--- src/rtl/hs2p_tx_link_pkg.sv ---
// Shared definitions for the two-phase handshake transmit link.
package hs2p_tx_link_pkg;

  typedef enum logic {IDLE_ST, WAIT_ST} hs2p_st_t;

  localparam int HS2P_DATA_W = 32;

  // Two-phase link: a transfer is outstanding while req and ack disagree.
  function automatic logic hs2p_pending(input logic req, input logic ack);
    return req != ack;
  endfunction

endpackage

--- src/rtl/hs2p_tx_link_fifo.sv ---
// Synchronous FIFO feeding the link master. The head word is visible
// combinationally; there is no write-to-read bypass.
module hs2p_fifo #(
  parameter int DATA_W = 32,
  parameter int DEPTH  = 4
) (
  input  logic                     clk,
  input  logic                     rst,
  input  logic                     i_push,
  input  logic [DATA_W-1:0]        i_data,
  input  logic                     i_pop,
  output logic [DATA_W-1:0]        o_head,
  output logic                     o_full,
  output logic                     o_empty,
  output logic [$clog2(DEPTH):0]   o_count
);
  localparam int AW = $clog2(DEPTH);
  localparam int CW = AW + 1;

  logic [DATA_W-1:0] r_mem [DEPTH];
  logic [AW-1:0]     r_wptr;
  logic [AW-1:0]     r_rptr;
  logic [CW-1:0]     r_count;
  logic              w_push;
  logic              w_pop;

  assign o_full  = (r_count == CW'(DEPTH));
  assign o_empty = (r_count == '0);
  assign o_count = r_count;
  assign o_head  = r_mem[r_rptr];
  assign w_push  = i_push && !o_full;
  assign w_pop   = i_pop && !o_empty;

  // Storage array: data only, never reset.
  always_ff @(posedge clk) begin
    if (w_push) r_mem[r_wptr] <= i_data;
  end

  // Pointers and occupancy; pointers wrap naturally since DEPTH is a power of two.
  always_ff @(posedge clk) begin
    if (rst) begin
      r_wptr  <= '0;
      r_rptr  <= '0;
      r_count <= '0;
    end else begin
      if (w_push) r_wptr <= r_wptr + AW'(1);
      if (w_pop)  r_rptr <= r_rptr + AW'(1);
      case ({w_push, w_pop})
        2'b10:   r_count <= r_count + CW'(1);
        2'b01:   r_count <= r_count - CW'(1);
        default: r_count <= r_count;
      endcase
    end
  end

endmodule

--- src/rtl/hs2p_tx_link.sv ---
// Two-phase (NRZ) handshake master with an input FIFO.
// Optional ack watchdog enabled by defining HS2P_TIMEOUT_EN; without it
// err_timeout is constant 0.
module hs2p_tx_link
  import hs2p_tx_link_pkg::*;
#(
  parameter int DATA_W  = HS2P_DATA_W,
  parameter int DEPTH   = 4,
  parameter int CNT_W   = 16,
  parameter int TIMEOUT = 255
) (
  input  logic                   clk,
  input  logic                   rst,
  input  logic                   in_valid,
  input  logic [DATA_W-1:0]      in_data,
  output logic                   in_ready,
  output logic                   link_req,
  output logic [DATA_W-1:0]      link_data,
  input  logic                   link_ack,
  output logic [$clog2(DEPTH):0] fifo_count,
  output logic [CNT_W-1:0]       sent_cnt,
  output logic                   err_proto,
  output logic                   err_timeout
);

  hs2p_st_t          r_state;
  logic              r_req;
  logic [DATA_W-1:0] r_data;
  logic [CNT_W-1:0]  r_sent;
  logic              r_err_proto;

  logic              w_full;
  logic              w_empty;
  logic [DATA_W-1:0] w_head;
  logic              w_match;
  logic              w_launch;

  hs2p_fifo #(.DATA_W(DATA_W), .DEPTH(DEPTH)) u_fifo (
    .clk     (clk),
    .rst     (rst),
    .i_push  (in_valid),
    .i_data  (in_data),
    .i_pop   (w_launch),
    .o_head  (w_head),
    .o_full  (w_full),
    .o_empty (w_empty),
    .o_count (fifo_count)
  );

  // Launch whenever the link is quiet (ack matches req) and a word is queued.
  // In WAIT_ST a match is also the completion of the previous word, so the
  // next word goes out in the same cycle the previous one completes.
  always_comb begin
    w_match  = !hs2p_pending(r_req, link_ack);
    w_launch = w_match && !w_empty;
  end

  assign in_ready  = !w_full;
  assign link_req  = r_req;
  assign link_data = r_data;
  assign sent_cnt  = r_sent;
  assign err_proto = r_err_proto;

  // Link FSM: launches words, counts completions, flags stray acks.
  always_ff @(posedge clk) begin
    if (rst) begin
      r_state     <= IDLE_ST;
      r_req       <= 1'b0;
      r_data      <= '0;
      r_sent      <= '0;
      r_err_proto <= 1'b0;
    end else begin
      if (w_launch) begin
        r_data <= w_head;
        r_req  <= ~r_req;
      end
      case (r_state)
        IDLE_ST: begin
          if (!w_match)      r_err_proto <= 1'b1;
          else if (!w_empty) r_state     <= WAIT_ST;
        end
        WAIT_ST: begin
          if (w_match) begin
            r_sent <= r_sent + CNT_W'(1);
            if (w_empty) r_state <= IDLE_ST;
          end
        end
        default: r_state <= IDLE_ST;
      endcase
    end
  end

`ifdef HS2P_TIMEOUT_EN
  localparam int WW = $clog2(TIMEOUT + 1);

  logic [WW-1:0] r_wdog;
  logic          r_err_to;

  assign err_timeout = r_err_to;

  // Ack watchdog: restarts on each launch, counts waiting cycles, saturates.
  always_ff @(posedge clk) begin
    if (rst) begin
      r_wdog   <= '0;
      r_err_to <= 1'b0;
    end else if (w_launch) begin
      r_wdog <= '0;
    end else if (r_state == WAIT_ST) begin
      if (r_wdog != WW'(TIMEOUT)) r_wdog <= r_wdog + WW'(1);
      if (r_wdog == WW'(TIMEOUT - 1)) r_err_to <= 1'b1;
    end
  end
`else
  // TIMEOUT is non-negative, so this is a constant 0; referencing it keeps
  // the parameter live in both builds.
  assign err_timeout = (TIMEOUT < 0);
`endif

endmodule
--- config.mk ---
export PLATFORM = sky130hd
export DESIGN_NAME = hs2p_tx_link
export DESIGN_NICKNAME = d
export VERILOG_FILES = /design/src/rtl/hs2p_tx_link_pkg.sv /design/src/rtl/hs2p_tx_link_fifo.sv /design/src/rtl/hs2p_tx_link.sv
export SDC_FILE = /design/constraint.sdc
export NUM_CORES = 1
export LEC_CHECK = 0
export ABC_AREA = 1
export BUFFER_PORTS_ARGS = -buffer_cell sky130_fd_sc_hd__buf_2
export CAP_MARGIN = 20
export CORE_MARGIN = 2
export CORE_UTILIZATION = 40
export CTS_BUF_LIST = sky130_fd_sc_hd__clkbuf_2 sky130_fd_sc_hd__clkbuf_4 sky130_fd_sc_hd__clkbuf_8
export DETAILED_ROUTE_END_ITERATION = 10
export PLACE_DENSITY = 0.62
export SKIP_LAST_GASP = 1
export SLEW_MARGIN = 20
export SYNTH_ARGS = -nofsm -noshare
export SYNTH_HDL_FRONTEND = slang
export SYNTH_SLANG_ARGS = --single-unit
--- constraint.sdc ---
create_clock -name clk -period 4.65 [get_ports clk]
set_input_delay 1.395 -clock clk [delete_from_list [all_inputs] [get_ports clk]]
set_output_delay 1.395 -clock clk [all_outputs]
set_load 0.02 [all_outputs]
==> results of run 1 <==
## metal layers
layer	share of wire, %	global-route usage, %
met2	50	29.3
met4	0.80	3.92
met5	0	0
met1	44	21.2
met3	5.0	4.18
## registers in the layout, summed over array words and instances (netlist names), named ones only
register	cells
u_fifo.r_mem	128
link_data	32
sent_cnt	16
u_fifo.o_count	3
u_fifo.r_rptr	2
u_fifo.r_wptr	2
err_proto	1
link_req	1
## worst max-delay path, cell delays in order
cell and delay (ps):
buf_2 100, inv_1 60, nand2_1 80, nand2_2 90
nand2_4 380, inv_4 260, ha_1 310, fa_1 390
a21oi_1 160, o21ai_0 120, o21ai_0 160, a21oi_1 70
## layout by cell type (no fill, tap or decap), types with 3 or more instances in the layout
cell      netlist  final
clkbuf_4        0      3
buf_4           2      5
nor2_1        160    156
buf_2          10     89
nand3_1        11     11
o22ai_1        32     32
ha_1            6      6
nand4_1         6      6
nor2_4          3      7
o21ai_1        31     31
nor3_1          3      3
edfxtp_1      128    128
clkinv_4        0      4
dfxtp_1        58     57
nand2_1        44     44
clkbuf_8        0     18
a21oi_1        14     14
inv_1          35     34
o21ai_0        76     76
## kinds of logic after synthesis
kind of cell / Yosys count / share of synthesized area (%)
other cells: 1 / 0.0518
simple gates: 232 / 13.2
flops: 186 / 69.1
buf+inv: 71 / 4.71
fa+ha+maj: 7 / 1.31
xor+xnor: 2 / 0.242
compound gates: 156 / 11.4
## cell type report
type                    instances  area [sq um]
inverters                      39           150
repair buffers                 97           541
fillers                      1615          9520
well taps                     229           287
clock inverters                11           140
flip-flops and latches        186          5010
clock buffers                  21           270
multi-input cells             398          1930
## worst max path at each step
| stage | from | to | slack [ps] | depth (start not counted) |
|---|---|---|---|---|
| after floorplan | in_valid | u_fifo.r_mem[0][0]$_DFFE_PP_ | 1300 | 2 |
| after global placement | link_ack | u_fifo.o_count[2]$_SDFFE_PP0P_ | 1030 | 12 |
| after detailed placement | link_ack | u_fifo.o_count[2]$_SDFFE_PP0P_ | 950 | 12 |
| after CTS | link_ack | u_fifo.o_count[2]$_SDFFE_PP0P_ | 1430 | 12 |
| after global routing | link_ack | u_fifo.o_count[2]$_SDFFE_PP0P_ | 1190 | 12 |
| final | link_ack | u_fifo.o_count[2]$_SDFFE_PP0P_ | 1400 | 12 |
## where the power goes
group / internal (mW) / switching [mW] / leakage (nW)
combinational: 0.365 / 0.866 / 1.26
sequential: 2.02 / 0.115 / 1.65
clock: 0.520 / 0.568 / 0.206
total: 2.91 / 1.55 / 3.11
==> impl_metrics.tcl, run 1 <==
set metrics [dict create \
    worstSetupPathType "in -> reg" \
    ant_nets 0 \
    drive_gt1_share_pct 19.3 \
    min_from "sent_cnt[4]$_SDFFE_PP0P_" \
    status "finished clean" \
    cts_buffer_depth 2 \
    num_rows 49 \
    cts_tree "yes" \
    finalSetupViolCount 0 \
    cp_data_arrival_time_ps 3580 \
    gp_congestion 0.821 \
    cts-buffers-inserted 17 \
    utilization_pct 46.7 \
    dr.first_iter.drc_count 355 \
    tightest_slew_ps 1080 \
    r2r-end "u_fifo.o_count[2]$_SDFFE_PP0P_" \
    grt_pass1_wl_microns 25400 \
    fin_crit_sh_pct 69.9 \
    critPathRequiredTime_ps 4980 \
    fp.dieW_microns 139 \
    finalPower_mw 4.46 \
    postCtsSetupRepairBufs 0 \
    cts_resized 0 \
    fin_skew_ps 15.5 \
    syn_area_sq_um 7250 \
    wire_per_inst_microns 16.2 \
    worst_hold_slack_ps 476 \
    r2r-start "u_fifo.o_count[1]$_SDFFE_PP0P_" \
    p_leak_nw 3.11 \
    antenna_cells 0 \
    hold_violations 0 \
    tns_ps 0 \
    slew_violations 0 \
    gr-total-overflow 0 \
    clock-sinks 186 \
    finalWorstSetupSlack_ps 1400 \
    htreeDepth 4 \
    synth_top_area_cell "edfxtp_1" \
    hold_path_class "reg -> reg" \
    fin_nets 782 \
    grt_pass1_vias 4938 \
    drc 0 \
    min_to "sent_cnt[4]$_SDFFE_PP0P_" \
    place_inst 948 \
    via_per_inst 5.12 \
    die-height_microns 139 \
    syn_nets 698 \
    ir_drop_v 0.000402 \
    grt_start_max_net_pins 66 \
    cts_hold_buf 0 \
    ys_top_cells_by_count "nor2_1 (160), edfxtp_1 (128), o21ai_0 (76), dfxtp_1 (58), nand2_1 (44)" \
    ys_types 31 \
    fin_area_sq_um 8320 \
    cts_root_buffer "clkbuf_8" \
    placed_cell_area_sq_um 7880 \
    synth_seq_area_share_pct 69.1 \
    fmax_mhz 308 \
    clk_latency_ps 450 \
    drtPass1Iterations 5 \
    synth_top_flop_cell "edfxtp_1" \
    dp_hpwl_microns 9850 \
    synth_top_area_share_pct 53.0 \
    ys_async_sr_fraction_pct 0 \
    min_path_cells 2 \
    rsz0062_at_grt "false" \
    place_ws_ps 950 \
    synth.avg_cell_area_sq_um 11.1 \
    ys_warn_count 0 \
    r2r_cells 10 \
    numPortBuffers 89 \
    period_minus_slack_ps 3250 \
    start_util_pct 40.6 \
    synth_most_common_cell "nor2_1" \
    synth_edf_count 128 \
    core-area_sq_um 17800 \
    grt_usage_pct 16.8 \
    yosys-top-cells-area "edfxtp_1 (53%), dfxtp_1 (16%), nor2_1 (8.3%)" \
    critPathLaunchType "input pin" \
    cp_max_fo 34 \
    drt-total-wl_microns 15900 \
    relSlewSlack_pct 27.8 \
    power_density_nw_per_um2 536 \
    clkTransAtPathRegs_ps 90 \
    final_cells 981 \
    antenna_found_initial 0 \
    design.die.area_sq_um 19200 \
    synth-seq-cells 186 \
    synth_cells 655 \
    vias 5019 \
    max-cap-violations 0 \
    ff2ff_setup_slack_ps 2030 \
    io_pins 91 \
    area_delta_synth_final_pct 14.9 \
    endpoint_kind "register" \
]
No activity file was read; power rests on OpenSTA's default activity.
==> inputs of run 2 (changes only) <==
ABC_AREA = 0   (was 1)
clock period = 3.34 ns   (was 4.65 ns; I/O delays follow)
==> run 2 against run 1 <==
Highest routed layer unchanged. Critical endpoint is now in_ready. Non-clock buffer count up 4. Power is 36% higher. Largest cell class unchanged. Cell count down 20%. Largest power group unchanged. First-iteration DRC count is 43% lower.
==> impl_metrics.tcl, run 2 <==
set metrics [dict create \
    clock-sinks 186 \
    ys_warn_count 0 \
    grt_usage_pct 15.7 \
    cts_root_buffer "clkbuf_8" \
    fmax_mhz 394 \
    vias 3948 \
    tightest_slew_ps 975 \
    cp_data_arrival_time_ps 1530 \
    grt_start_max_net_pins 36 \
    fin_nets 587 \
    utilization_pct 47.1 \
    synth_top_flop_cell "edfxtp_1" \
    num-fill-cells 1510 \
    num_rows 48 \
    regMostFlops "u_fifo.r_mem" \
    critPathRequiredTime_ps 2340 \
    p_sw_mw 1.91 \
    dr.first_iter.drc_count 203 \
    largest_reg_flops 128 \
    numPortBuffers 89 \
    ant_nets 0 \
    via_per_inst 5.05 \
    design.die.area_sq_um 18400 \
    pwr-share-clk_pct 23.7 \
    cts_buffer_depth 2 \
    ys_async_sr_fraction_pct 0 \
    worstSetupPathType "reg -> out" \
    yosys-top-cells-area "edfxtp_1 (55%), dfxtp_1 (17%), mux4_2 (10%)" \
    fin_crit_sh_pct 75.9 \
    slew_violations 0 \
    syn_area_sq_um 6940 \
    grt_pass1_vias 4065 \
    final_cell_mix "edfxtp_1 (128), buf_2 (89), nand2_1 (75)" \
    finalSetupViolCount 0 \
    max-cap-violations 0 \
    drtPass1Iterations 4 \
    multi_input_area_sq_um 1830 \
    ys_types 35 \
    p_int_mw 4.17 \
    clk_latency_ps 450 \
    comb_power_share_pct 26.8 \
    synth_seq_area_share_pct 72.1 \
    period_minus_slack_ps 2540 \
    gp_congestion 0.796 \
    synth_cells 445 \
    p_leak_nw 2.85 \
    dp_hpwl_microns 8450 \
    p_sw_share_pct 31.5 \
    synth.avg_cell_area_sq_um 15.6 \
    antenna_cells 0 \
    cts_resized 0 \
    fp.dieW_microns 136 \
    p_seq_share_pct 49.5 \
    synth-seq-cells 186 \
    ys_top_cells_by_count "edfxtp_1 (128), nand2_1 (75), dfxtp_1 (58), a21oi_1 (40), mux4_2 (32)" \
    min_from "link_data[8]$_SDFFE_PP0P_" \
    synth_most_common_cell "edfxtp_1" \
    drc 0 \
    final_common_cell "edfxtp_1" \
    core-area_sq_um 17100 \
    tns_ps 0 \
    die-height_microns 136 \
    wire_per_inst_microns 17.4 \
    postCtsSetupRepairBufs 0 \
    synth_edf_count 128 \
    gr-total-overflow 0 \
    drive_gt1_share_pct 31.2 \
    endpoint_kind "primary output" \
    cp_max_fo 6 \
    clkTransAtPathRegs_ps 90 \
    r2r-end "u_fifo.o_count[2]$_SDFFE_PP0P_" \
    cts-buffers-inserted 17 \
    synth_top_area_cell "edfxtp_1" \
    status "finished clean" \
    critPathLaunchType "register" \
    htreeDepth 4 \
    rsz0062_at_grt "false" \
    worstSetupEndpoint "in_ready" \
    cp-startpoint "u_fifo.o_count[0]$_SDFFE_PP0P_" \
    synth_top_area_share_pct 55.4 \
    hold_violations 0 \
    hold_path_class "reg -> reg" \
    cts_hold_buf 0 \
    r2r_cells 8 \
    drt-total-wl_microns 13600 \
    grt_pass1_wl_microns 21500 \
    relSlewSlack_pct 35.0 \
    ff2ff_setup_slack_ps 1100 \
    r2r-start "u_fifo.o_count[0]$_SDFFE_PP0P_" \
    fin_skew_ps 9.93 \
    power_density_nw_per_um2 754 \
    antenna_found_initial 1 \
    seq_area_sq_um 5010 \
    area_delta_synth_final_pct 16.2 \
    syn_nets 488 \
    io_pins 91 \
    cts_tree "yes" \
    ir_drop_v 0.000404 \
    start_util_pct 40.6 \
]
## run 2: cell count changes in the layout (fill, tap and decap cells not counted), sizes merged, moves of 7 or more
cell / delta
o21ai: -102
xnor2: +7
a21oi: +26
nand3: -7
nand2: +29
nor2: -145
o22ai: -32
mux4: +32
inv: -33
xor2: +7
## run 2: stage by stage
step / hold WS (ps) / total power [mW] / area, sq um / worst slack (ps) / std cells
final: 457 / 6.08 / 8060 / 803 / 782
after global routing: 473 / 6.43 / 8060 / 716 / 782
after CTS: 459 / 6.17 / 8060 / 762 / 782
after detailed placement: 447 / 4.73 / 7680 / 657 / 750
after global placement: 440 / 4.69 / 7680 / 669 / 750
after floorplan: 469 / 4.18 / 6940 / 563 / 445
## run 2: power groups by stage
| stage | Combinational [mW] | Clock [mW] | Sequential (mW) |
|---|---|---|---|
| floorplan | 1.01 | 0 | 3.17 |
| global placement | 1.64 | 0 | 3.05 |
| detailed placement | 1.66 | 0 | 3.07 |
| CTS | 1.67 | 1.48 | 3.01 |
| global route | 1.80 | 1.57 | 3.05 |
| finish | 1.63 | 1.44 | 3.01 |
## run 2: final cells by class
cell class / count / share of cell area [%]
tap: 225 / 3.49
inverter: 4 / 0.186
timing repair buffer: 101 / 6.80
clock inverter: 12 / 1.54
clock buffer: 20 / 3.18
sequential: 186 / 62.1
multi-input combinational: 234 / 22.7
## run 2: worst max-delay path: stages (launching register included)
cell     delay [ps]
dfxtp_1         370
or3b_1          500
buf_2           210
## run 2: how the worst min path moves through the flow
stage                                                to  slack, ps  cells past startpoint
after floorplan           u_fifo.r_wptr[1]$_SDFFE_PP0P_        470                      2
after global placement        link_data[0]$_SDFFE_PP0P_        440                      2
after detailed placement     link_data[17]$_SDFFE_PP0P_        450                      2
after CTS                    link_data[17]$_SDFFE_PP0P_        460                      2
after global routing         link_data[12]$_SDFFE_PP0P_        470                      2
final                         link_data[8]$_SDFFE_PP0P_        460                      2
## run 2: kinds of logic after synthesis
| kind of cell | after synthesis | share of synthesized area [%] |
|---|---|---|
| DFF | 186 | 72.1 |
| and+or+nand+nor | 129 | 8.45 |
| AOI/OAI and AO/OA | 47 | 3.46 |
| muxes | 34 | 10.7 |
| buffers and inverters | 25 | 1.59 |
| xor gates and xnor gates | 16 | 2.29 |
| adders and majority gates | 7 | 1.37 |
| other | 1 | 0.0540 |
## run 2: metal layers
metal | vias to the layer above | routed length [microns] | share of wire, % | global-route usage, %
met4 | 0 | 129 | 0.95 | 5.90
met2 | 117 | 6670 | 49 | 26.0
met1 | 1966 | 5930 | 43 | 19.8
met3 | 8 | 914 | 6.7 | 4.19
met5 | - | 0 | 0 | 0
li1 | 1857 | - | - | -
